<file path="config.mk">
export PLATFORM = sky130hd
export DESIGN_NAME = fetch_sequencer_flat
export DESIGN_NICKNAME = d
export VERILOG_FILES = /design/src/rtl/fetch_sequencer_if.sv /design/src/rtl/fetch_sequencer.sv /design/src/flat_wrapper.sv
export SDC_FILE = /design/constraint.sdc
export NUM_CORES = 1
export LEC_CHECK = 0
export CAP_MARGIN = 0
export CORE_ASPECT_RATIO = 0.8
export CORE_MARGIN = 3
export CORE_UTILIZATION = 39
export CTS_CLUSTER_DIAMETER = 60
export DETAILED_ROUTE_END_ITERATION = 10
export PLACE_DENSITY = 0.73
export RECOVER_POWER = 100
export SLEW_MARGIN = 15
export SYNTH_ARGS = -nofsm -noshare
export SYNTH_HDL_FRONTEND = slang
export SYNTH_SLANG_ARGS = --single-unit
export TNS_END_PERCENT = 5
</file>
<file path="constraint.sdc">
create_clock -name clk -period 3.4 [get_ports clk]
set_input_delay 0.68 -clock clk [delete_from_list [all_inputs] [get_ports clk]]
set_output_delay 0.68 -clock clk [all_outputs]
set_load 0.01 [all_outputs]
</file>
<file path="src/rtl/fetch_sequencer_if.sv">
// rtl/fetch_sequencer_if.sv - fetch-stage bus: hazard/branch inputs, imem port, IF/ID register outputs
interface fetch_sequencer_if;
  logic        pc_write;
  logic        branch_taken;
  logic [31:0] branch_target;
  logic [31:0] instruction;
  logic [31:0] pc;
  logic [31:0] if_id_pc;
  logic [31:0] if_id_instr;
  logic        if_id_valid;

  // fetch_sequencer side
  modport master (
    input  pc_write, branch_taken, branch_target, instruction,
    output pc, if_id_pc, if_id_instr, if_id_valid
  );

  // pipeline / memory side
  modport slave (
    output pc_write, branch_taken, branch_target, instruction,
    input  pc, if_id_pc, if_id_instr, if_id_valid
  );
endinterface

</file>
<file path="src/rtl/fetch_sequencer.sv">
// rtl/fetch_sequencer.sv - fetch-stage PC/IF-ID controller with EXIT drain; optional FETCH_PERF_CNT_EN counters
module fetch_sequencer #(
  parameter logic [31:0] RESET_PC     = 32'h0000_0000,
  parameter logic [31:0] EXIT_INSN    = 32'hFFFF_FFFF,
  parameter logic [31:0] NOP_INSN     = 32'h0000_0013,
  parameter int unsigned DRAIN_CYCLES = 4
) (
  input  logic                      clk,
  input  logic                      reset,
  fetch_sequencer_if.master         bus,
  output logic                      halted,
  output logic [31:0]               fetch_count,
  output logic [31:0]               stall_count
);

  localparam logic [3:0] DRAIN_LOAD = 4'(DRAIN_CYCLES - 1);

  typedef enum logic [1:0] {RUN, DRAIN, HALT} state_t;

  state_t      state_q, state_n;
  logic [31:0] pc_q, pc_n;
  logic [31:0] id_pc_q, id_pc_n;
  logic [31:0] id_instr_q, id_instr_n;
  logic        id_valid_q, id_valid_n;
  logic        halted_q, halted_n;
  logic [3:0]  drain_q, drain_n;
  logic        fetch_evt;
  logic        stall_evt;

  // State and pipeline register; reset clears everything asynchronously
  always_ff @(posedge clk or posedge reset) begin
    if (reset) begin
      state_q    <= RUN;
      pc_q       <= RESET_PC;
      id_pc_q    <= 32'h0;
      id_instr_q <= NOP_INSN;
      id_valid_q <= 1'b0;
      halted_q   <= 1'b0;
      drain_q    <= 4'h0;
    end else begin
      state_q    <= state_n;
      pc_q       <= pc_n;
      id_pc_q    <= id_pc_n;
      id_instr_q <= id_instr_n;
      id_valid_q <= id_valid_n;
      halted_q   <= halted_n;
      drain_q    <= drain_n;
    end
  end

  // Next-PC / IF-ID selection: branch beats stall beats EXIT beats sequential fetch
  always_comb begin
    state_n    = state_q;
    pc_n       = pc_q;
    id_pc_n    = id_pc_q;
    id_instr_n = id_instr_q;
    id_valid_n = id_valid_q;
    halted_n   = halted_q;
    drain_n    = drain_q;
    fetch_evt  = 1'b0;
    stall_evt  = 1'b0;
    unique case (state_q)
      RUN: begin
        if (bus.branch_taken) begin
          pc_n       = bus.branch_target;
          id_instr_n = NOP_INSN;
          id_valid_n = 1'b0;
        end else if (!bus.pc_write) begin
          stall_evt = 1'b1;
        end else if (bus.instruction == EXIT_INSN) begin
          // EXIT is held at pc and never enters IF/ID
          id_instr_n = NOP_INSN;
          id_valid_n = 1'b0;
          drain_n    = DRAIN_LOAD;
          state_n    = DRAIN;
        end else begin
          id_pc_n    = pc_q;
          id_instr_n = bus.instruction;
          id_valid_n = 1'b1;
          pc_n       = pc_q + 32'd4;
          fetch_evt  = 1'b1;
        end
      end
      DRAIN: begin
        id_instr_n = NOP_INSN;
        id_valid_n = 1'b0;
        if (bus.branch_taken) begin
          // an older branch resolved taken: the EXIT was on the wrong path
          pc_n    = bus.branch_target;
          drain_n = 4'h0;
          state_n = RUN;
        end else if (drain_q == 4'h0) begin
          halted_n = 1'b1;
          state_n  = HALT;
        end else begin
          drain_n = drain_q - 4'h1;
        end
      end
      HALT: begin
        halted_n   = 1'b1;
        id_instr_n = NOP_INSN;
        id_valid_n = 1'b0;
      end
      default: begin
        state_n = RUN;
      end
    endcase
  end

  assign bus.pc          = pc_q;
  assign bus.if_id_pc    = id_pc_q;
  assign bus.if_id_instr = id_instr_q;
  assign bus.if_id_valid = id_valid_q;
  assign halted          = halted_q;

`ifdef FETCH_PERF_CNT_EN
  logic [31:0] fetch_cnt_q;
  logic [31:0] stall_cnt_q;

  // Saturating performance counters for delivered instructions and stall cycles
  always_ff @(posedge clk or posedge reset) begin
    if (reset) begin
      fetch_cnt_q <= 32'h0;
      stall_cnt_q <= 32'h0;
    end else begin
      if (fetch_evt && fetch_cnt_q != 32'hFFFF_FFFF) fetch_cnt_q <= fetch_cnt_q + 32'd1;
      if (stall_evt && stall_cnt_q != 32'hFFFF_FFFF) stall_cnt_q <= stall_cnt_q + 32'd1;
    end
  end

  assign fetch_count = fetch_cnt_q;
  assign stall_count = stall_cnt_q;
`else
  logic unused_evt;
  assign unused_evt  = fetch_evt ^ stall_evt;
  assign fetch_count = 32'h0;
  assign stall_count = 32'h0;
`endif

endmodule

</file>
<file path="src/flat_wrapper.sv">
// flat-port wrapper written by rule: the top's interface ports become plain ports
module fetch_sequencer_flat 
#(
  parameter logic [31:0] RESET_PC     = 32'h0000_0000,
  parameter logic [31:0] EXIT_INSN    = 32'hFFFF_FFFF,
  parameter logic [31:0] NOP_INSN     = 32'h0000_0013,
  parameter int unsigned DRAIN_CYCLES = 4
)
  (clk, reset, halted, fetch_count, stall_count, bus_pc_write, bus_branch_taken, bus_branch_target, bus_instruction, bus_pc, bus_if_id_pc, bus_if_id_instr, bus_if_id_valid);
  fetch_sequencer_if bus_i ();
  input  logic clk;
  input  logic reset;
  output logic halted;
  output logic [31:0] fetch_count;
  output logic [31:0] stall_count;
  input wire logic [$bits(bus_i.pc_write)-1:0] bus_pc_write;
  input wire logic [$bits(bus_i.branch_taken)-1:0] bus_branch_taken;
  input wire logic [$bits(bus_i.branch_target)-1:0] bus_branch_target;
  input wire logic [$bits(bus_i.instruction)-1:0] bus_instruction;
  output wire logic [$bits(bus_i.pc)-1:0] bus_pc;
  output wire logic [$bits(bus_i.if_id_pc)-1:0] bus_if_id_pc;
  output wire logic [$bits(bus_i.if_id_instr)-1:0] bus_if_id_instr;
  output wire logic [$bits(bus_i.if_id_valid)-1:0] bus_if_id_valid;
  assign bus_i.pc_write = bus_pc_write;
  assign bus_i.branch_taken = bus_branch_taken;
  assign bus_i.branch_target = bus_branch_target;
  assign bus_i.instruction = bus_instruction;
  assign bus_pc = bus_i.pc;
  assign bus_if_id_pc = bus_i.if_id_pc;
  assign bus_if_id_instr = bus_i.if_id_instr;
  assign bus_if_id_valid = bus_i.if_id_valid;
  fetch_sequencer #(.RESET_PC(RESET_PC), .EXIT_INSN(EXIT_INSN), .NOP_INSN(NOP_INSN), .DRAIN_CYCLES(DRAIN_CYCLES)) u_core (.clk(clk), .reset(reset), .bus(bus_i), .halted(halted), .fetch_count(fetch_count), .stall_count(stall_count));
endmodule
</file>
# ---- Yosys cells after proc, flatten, opt, wreduce, memory -nomap -nowiden
# Index checks and enable logic that the tools add are counted.
dict set report op_classes {
  add_sub_neg 2
  eq_ne 13
  muxes 28
  bitwise_logic 3
  n_reduce_logical 12
}
# op n
set op_table {}
lappend op_table {{32-bit two-way mux} 7}
lappend op_table {{32-bit case mux with 2 select lines} 2}
lappend op_table {{32-bit by 3-bit adder with 32-bit output (second input constant)} 1}
lappend op_table {{32-bit == test (second input constant)} 1}
lappend op_table {{4-bit two-way mux} 5}
lappend op_table {{2-bit two-way mux} 5}
lappend op_table {{5-bit AND reduction} 2}
lappend op_table {{3-bit != test (second input constant)} 3}
lappend op_table {{2-bit != test (second input constant)} 4}
lappend op_table {{4-bit case mux with 2 select lines} 1}
lappend op_table {{4-bit AND reduction} 2}
lappend op_table {{2-bit case mux with 3 select lines} 1}
lappend op_table {{2-bit nonzero test} 3}
lappend op_table {{1-bit two-way mux} 5}
lappend op_table {{4-bit logical NOT} 1}
lappend op_table {{2-bit by 1-bit != test with 1-bit output (second input constant)} 2}
lappend op_table {{1-bit case mux with 2 select lines} 2}
lappend op_table {{4-bit by 1-bit subtractor with 4-bit output (second input constant)} 1}
lappend op_table {{3-bit by 2-bit != test with 1-bit output (second input constant)} 1}
lappend op_table {{1-bit inverter} 3}
lappend op_table {{3-bit AND reduction} 1}
lappend op_table {{2-bit by 1-bit == test with 1-bit output (second input constant)} 1}
lappend op_table {{2-bit == test (second input constant)} 1}
lappend op_table {{2-bit logical NOT} 1}
lappend op_table {{other kinds (2)} 2}
dict set report word_totals {
  reg_bits 104
  in_bits 68
  out_inout_bits 162
  word_cells 65
}

# ---- Depth between registers and ports, before layout
# Gate-level depths: netlist of run 1.
dict set report logic_depth {
  ltp_word 5
  mapped_depth 9
  depth_no_buf 7
}

# ---- Least setup slack after synthesis of run 1
# OpenSTA, ideal clock, no wires.
dict set report synth_timing {
  kind {input to register}
  start {input port bus_instruction[30]}
  end {register u_core.state_q[0]}
  setup_time_ps 128
  t_arrival_ps 2225
  t_required_ps 3272
  slack_ps 1047
  path_stages 5
  path_buffers 0
  cell_sequence {nand4_1 -> or4_1 -> o41a_1 -> a211oi_2 -> mux2_1}
}
dict set report synth_via {
  elab_chain_len 3
}
# item line_no
set synth_rtl {}
lappend synth_rtl {{start, declared} flat_wrapper.sv:19} ;# input wire logic [$bits(bus_i.instruction)-1:0] bus_instruction;
lappend synth_rtl {{32-bit == test} fetch_sequencer.sv:70} ;# end else if (bus.instruction == EXIT_INSN) begin
lappend synth_rtl {{2-bit by 1-bit != test with 1-bit output (no line)} -}
lappend synth_rtl {{5-bit AND reduction (no line)} -}
lappend synth_rtl {{end signal, assigned} fetch_sequencer.sv:41} ;# state_q <= state_n;
lappend synth_rtl {{end, declared} fetch_sequencer.sv:20} ;# state_t state_q, state_n;
# No other way between the ends.
# A chain may end at the register's enable or synchronous reset.

# ---- Worst setup path after layout of run 1
dict set report layout_timing {
  start {input port bus_instruction[30]}
  end {register u_core.id_pc_q[1] (netlist: u_core.bus.if_id_pc[1])}
}
dict set report layout_via {
  elab_chain_len 3
}
# item line_no
set layout_rtl {}
lappend layout_rtl {{32-bit == test} fetch_sequencer.sv:70}
lappend layout_rtl {{1-bit inverter (no line)} -}
lappend layout_rtl {{4-bit AND reduction (no line)} -}
lappend layout_rtl {{end signal, assigned} fetch_sequencer.sv:43} ;# id_pc_q <= id_pc_n;
lappend layout_rtl {{end, declared} fetch_sequencer.sv:22} ;# logic [31:0] id_pc_q, id_pc_n;
# No other way between the ends.

==> metrics.txt, run 1 <==
failing checks capacitance limit, slew limit; PD cells 837 nW/um^2; Max VDD drop 447 uV; Tmin final 2.93 ns; Synth Flop Type dfrtp_1; Core Region 13800 um^2; ys async rst share 1.00; GRT Util Overall 0.199; proportion of layout cells with a drive suffix above 1 0.0549; CP required 3.63 ns; Critical Path End Type flop; Antenna Nets Post-Route 0; final setup fails 0; Hold Slack 0.478 ns; static leakage 3.30 nW; residual DRC count 0; P&R area growth vs syn 34.7%; GR Util met1 0.272; drt via density 5.50; vias post-DR 4899; vias in the first global route 4611; Crit Path Class in2reg; Final GP Congestion 0.846; cts bufs inserted 9; GR Layer Usage met3 0.0397; Synth Cell Area 5600 um^2; num rows 38; period utilisation layout 0.861; fmax 342 MHz; clk sinks 104; critical path arrival 3.15 ns; initial DRC count 483; Pre-antenna DRT Iters 5; first-pass GRT wire length 25600 um; top area cells in the synthesized netlist dfrtp_1 45%, buf_4 8.7%, mux2_1 6.6%; fillcell total 1211; die area 15800 um^2; RSZ-0062 raised after global routing no; TritonCTS clock tree built; Final Slew Violations 39; status finished, violations left; Reg clk slew, reported paths 0.07 ns; Mapped Avg Cell Area 10.2 um^2; final wirelength 16100 um; top-count cell post-synth dfrtp_1; count of flip-flops with a built-in enable after synthesis 0; sequential standard cell area 2610 um^2; final hold viol count 0; sequential fraction of the synthesis area 0.465; antenna violations before repair 1; Tightest Hold Check Type reg2reg; startpoint types input pin; Ports 230; Least-Margin Pin Slew 1.89 ns; total negative slack 0 ns; gate count after technology mapping 547; Syn. warnings 0; top cell type's share of synthesized area 0.451; Final nets 779; latest clock arrival within the worst-skew pair 0.35 ns; GRT overflow 0; Max-slew headroom -0.267; multi-input logic area 2550 um^2; die height 113 um; # Max-Cap Violations 1; Top Usage Layer GRT met2; Worst Clk Skew 0.00983 ns; I/O Buffers 165; Synth top cells by count 101 x dfrtp_1, 65 x buf_4, 40 x nand2_1, 33 x mux2_1, 30 x a22o_1; largest net degree at the start of global routing 47; cell taking the most area after synthesis dfrtp_1; Yosys cell types 59; Synth Register Bits 104; hold buffers post-CTS 0; Die X 140 um; Initial Util 0.406; clk buf depth 2; root buf cell clkbuf_16; Post-CTS Setup Repair Bufs 0; peak fanout along the critical path 14; met2 GRT Util 0.322; average wire per standard cell 18.1 um; post-detail-place hpwl 11800 um; PostCTS Resize Cnt 0; H-tree depth 3
where the power goes:
part,switching (mW),leakage [nW],internal [mW]
Sequential,0.537,1.27,1.75
Combinational,1.51,1.87,1.40
Clock,0.458,0.152,0.665
cell families after synthesis:
logic type / share of synthesized area
mux: 0.0682
other cells: 0.000670
flops: 0.465
fa+ha+maj: 0.0134
simple gates: 0.132
compound gates: 0.200
buf+inv: 0.121
layout by cell type, fill, tap and decap left out, types with 3 or more instances in the layout:
master / instances
nor2_1: 25
inv_1: 18
a21o_1: 3
a22o_1: 30
a31oi_1: 9
ha_1: 6
dfstp_2: 3
nor3_1: 7
o21a_1: 9
o31ai_1: 11
buf_4: 7
dlygate4sd3_1: 100
o22ai_1: 3
nand4_1: 21
nor4_1: 6
a21oi_1: 16
nand2_1: 40
conb_1: 64
o41ai_1: 3
mux2_1: 33
a221o_1: 11
o2bb2ai_1: 5
o21ai_0: 16
nand3_1: 17
clkdlybuf4s50_1: 65
and3_1: 3
dfrtp_1: 101
a221oi_1: 3
a22oi_1: 7
and4_1: 3
clkbuf_1: 3
clkbuf_16: 9
nor2b_1: 6
registers in the layout, indices dropped and copies added (netlist names):
name	cells
u_core.bus.if_id_pc	32
u_core.drain_q	4
u_core.bus.if_id_valid	1
u_core.state_q	2
u_core.halted	1
u_core.bus.pc	32
u_core.bus.if_id_instr	32
per-stage QoR:
| stage | cells | util | setup WS (ns) | cell area, um^2 | power [mW] |
|---|---|---|---|---|---|
| floorplan | 610 | - | 1.05 | 5840 | 3.91 |
| global placement | 874 | 0.526 | 0.447 | 7250 | 5.30 |
| detailed placement | 874 | 0.526 | 0.377 | 7250 | 5.41 |
| CTS | 890 | 0.549 | 0.733 | 7570 | 6.55 |
| global route | 891 | 0.547 | 0.351 | 7540 | 6.73 |
| finish | 891 | 0.547 | 0.473 | 7540 | 6.32 |
layer usage:
layer,routed length (um),up-vias
li1,-,2228
met1,6960,2398
met2,7660,243
met3,1140,30
met4,324,0
met5,0,-
area by class of cell:
| class | instances | area share |
|---|---|---|
| flip-flops and latches | 104 | 0.345 |
| multi-input cells | 393 | 0.338 |
| repair buffers | 178 | 0.233 |
| clock buffers | 11 | 0.0322 |
| well taps | 180 | 0.0299 |
| clock inverters | 5 | 0.0106 |
| inverters | 19 | 0.00962 |
| diodes | 1 | 0.000332 |
path summary, 6_finish.rpt:
check / from / to / slack, ns / cells after the start
min: u_core.bus.if_id_pc[25] / u_core.bus.if_id_pc[25] / 0.48 / 1
min reg2reg: u_core.bus.if_id_pc[25] / u_core.bus.if_id_pc[25] / 0.48 / 1
max in group asynchronous: reset / u_core.bus.if_id_instr[14] / 1.25 / 2
max: bus_instruction[30] / u_core.bus.if_id_pc[1] / 0.47 / 7
min in group asynchronous: reset / u_core.drain_q[2] / 1.27 / 2
max reg2reg: u_core.state_q[1] / u_core.bus.pc[2] / 0.73 / 7
worst max-delay path, stage by stage:
cell and delay, ns:
dlygate4sd3_1 0.55, nand4_1 0.14, or4_1 0.60, nor2_1 0.25, nor3_1 0.11, clkbuf_1 0.37, mux2_1 0.44
Power figures use the tool's default switching activity.
==> inputs of run 2 (changes only) <==
--- a/config.mk
+++ b/config.mk
@@ -13,7 +13,6 @@
 export DETAILED_ROUTE_END_ITERATION = 10
 export PLACE_DENSITY = 0.73
 export RECOVER_POWER = 100
-export SLEW_MARGIN = 15
 export SYNTH_ARGS = -nofsm -noshare
 export SYNTH_HDL_FRONTEND = slang
 export SYNTH_SLANG_ARGS = --single-unit
==> results of run 2 <==
Final layout, timing and power as in run 1 (identical DEF).
==> inputs of run 3 (changes only) <==
--- a/config.mk
+++ b/config.mk
@@ -11,7 +11,7 @@
 export CORE_UTILIZATION = 39
 export CTS_CLUSTER_DIAMETER = 60
 export DETAILED_ROUTE_END_ITERATION = 10
-export PLACE_DENSITY = 0.73
+export PLACE_DENSITY = 0.84
 export RECOVER_POWER = 100
 export SYNTH_ARGS = -nofsm -noshare
 export SYNTH_HDL_FRONTEND = slang
==> metrics.txt, run 3 (synthesized netlist as in run 1, its figures left out) <==
status completed; met3 WL 1220 um; Worst Path Buf+Inv 1; RSZ-0062 raised after global routing no; Post-CTS Setup Repair Bufs 0; GRT Util Overall 0.196; most frequent cells in the layout 101 x dlygate4sd3_1, 101 x dfrtp_1, 64 x conb_1, 64 x clkdlybuf4s50_1, 40 x nand2_1; Core Region 13800 um^2; Reg clk slew, reported paths 0.08 ns; Met1 Routed Length 7010 um; Die X 140 um; Cell Chain, Critical Path dlygate4sd3_1, nand4_1, nor4_1, a21o_1, nand2_2, a221o_1; PD cells 844 nW/um^2; Final GP Congestion 0.805; die area 15800 um^2; Final nets 779; static leakage 3.30 nW; post-route cell area 7520 um^2; clock network fraction of total power 0.181; # Max-Cap Violations 0; average wire per standard cell 18.0 um; met2 wire length 7450 um; Tmin final 2.88 ns; Antenna Nets Post-Route 0; initial DRC count 481; Flop pwr share 0.357; cts bufs inserted 9; Worst Clk Skew 0.0105 ns; clk sinks 104; proportion of layout cells with a drive suffix above 1 0.0535; Top delay family on crit path simple AND/OR/NAND/NOR gates; total negative slack 0 ns; Tightest Hold Check Type reg2reg; fmax 347 MHz; Critical Path End Type flop; final hold viol count 0; final wirelength 16000 um; Logic pwr share 0.462; Pre-antenna DRT Iters 5; critical path arrival 3.12 ns; residual DRC count 0; Ports 230; CP max stage cell nor4_1; Max VDD drop 433 uV; die height 113 um; DR top layer met4; final setup fails 0; H-tree depth 3; PostCTS Resize Cnt 0; Initial Util 0.406; clk buf depth 2; largest net degree at the start of global routing 105; first-pass GRT wire length 25000 um; TritonCTS clock tree built; antenna violations before repair 1; Sw Pwr 2.54 mW; crit path setup slack, layout 0.518 ns; P&R area growth vs syn 34.3%; latest clock arrival within the worst-skew pair 0.35 ns; drt via density 5.48; I/O Buffers 165; startpoint types input pin; Max-slew headroom 0.0537; num rows 38; vias in the first global route 4481; vias post-DR 4880; final core occ 0.545; period utilisation layout 0.848; Crit Path Class in2reg; peak fanout along the critical path 25; pre-CTS setup slack 0.361 ns; Critical Path Max Stage Delay 0.70 ns; CP required 3.63 ns; Cell Int Power 3.80 mW; Net Sw Frac 0.400; hold buffers post-CTS 0; Least-Margin Pin Slew 1.42 ns; DP Area 7240 um^2; post-detail-place hpwl 11500 um; Final Slew Violations 0; root buf cell clkbuf_16; GRT overflow 0; Worst R2R Setup Slack 0.84 ns
## run 3: power by group through the flow
| stage | Combinational, mW | Clock [mW] | Sequential, mW |
|---|---|---|---|
| global route | 3.17 | 1.21 | 2.36 |
| floorplan | 1.54 | 0 | 2.36 |
| global placement | 3.05 | 0 | 2.28 |
| CTS | 3.14 | 1.17 | 2.28 |
| detailed placement | 3.12 | 0 | 2.29 |
| finish | 2.93 | 1.15 | 2.26 |
## run 3: metal layers
| metal | vias up | global-route usage |
|---|---|---|
| met2 | 212 | 0.292 |
| met3 | 24 | 0.0499 |
| li1 | 2238 | - |
| met1 | 2406 | 0.279 |
| met4 | 0 | 0.0665 |
| met5 | - | 0 |
## run 3: path summary, 6_finish.rpt
path                                               to  depth (start not counted)                    start
hold reg to reg               u_core.bus.if_id_pc[27]                          1  u_core.bus.if_id_pc[27]
hold / removal                u_core.bus.if_id_pc[27]                          1  u_core.bus.if_id_pc[27]
setup / recovery                    u_core.bus.pc[21]                          6      bus_instruction[26]
min in group asynchronous  u_core.bus.if_id_instr[28]                          3                    reset
max in group asynchronous     u_core.bus.if_id_pc[15]                          3                    reset
setup reg to reg                    u_core.bus.pc[10]                          7        u_core.state_q[1]
## run 3: worst reg2reg max path: stages, from the launching register on
cell,delay (ns)
dfrtp_1,0.37
inv_1,0.09
ha_1,0.29
nor2_1,0.83
nor2b_1,0.10
buf_4,0.23
nor2_1,0.35
o21ai_0,0.17
## run 3: stage by stage
| step | total power [mW] | cells | hold WS [ns] |
|---|---|---|---|
| global route | 6.73 | 891 | 0.505 |
| detailed placement | 5.41 | 874 | 0.472 |
| global placement | 5.33 | 874 | 0.461 |
| finish | 6.34 | 891 | 0.480 |
| CTS | 6.59 | 890 | 0.492 |
| floorplan | 3.91 | 610 | 0.479 |
## run 3: cell type report
type	instances	area, um^2
inverters	19	75.1
well taps	180	225
repair buffers	178	1740
flip-flops and latches	104	2610
diodes	1	2.50
clock buffers	9	225
fillers	1228	6270
multi-input cells	393	2540
clock inverters	7	103
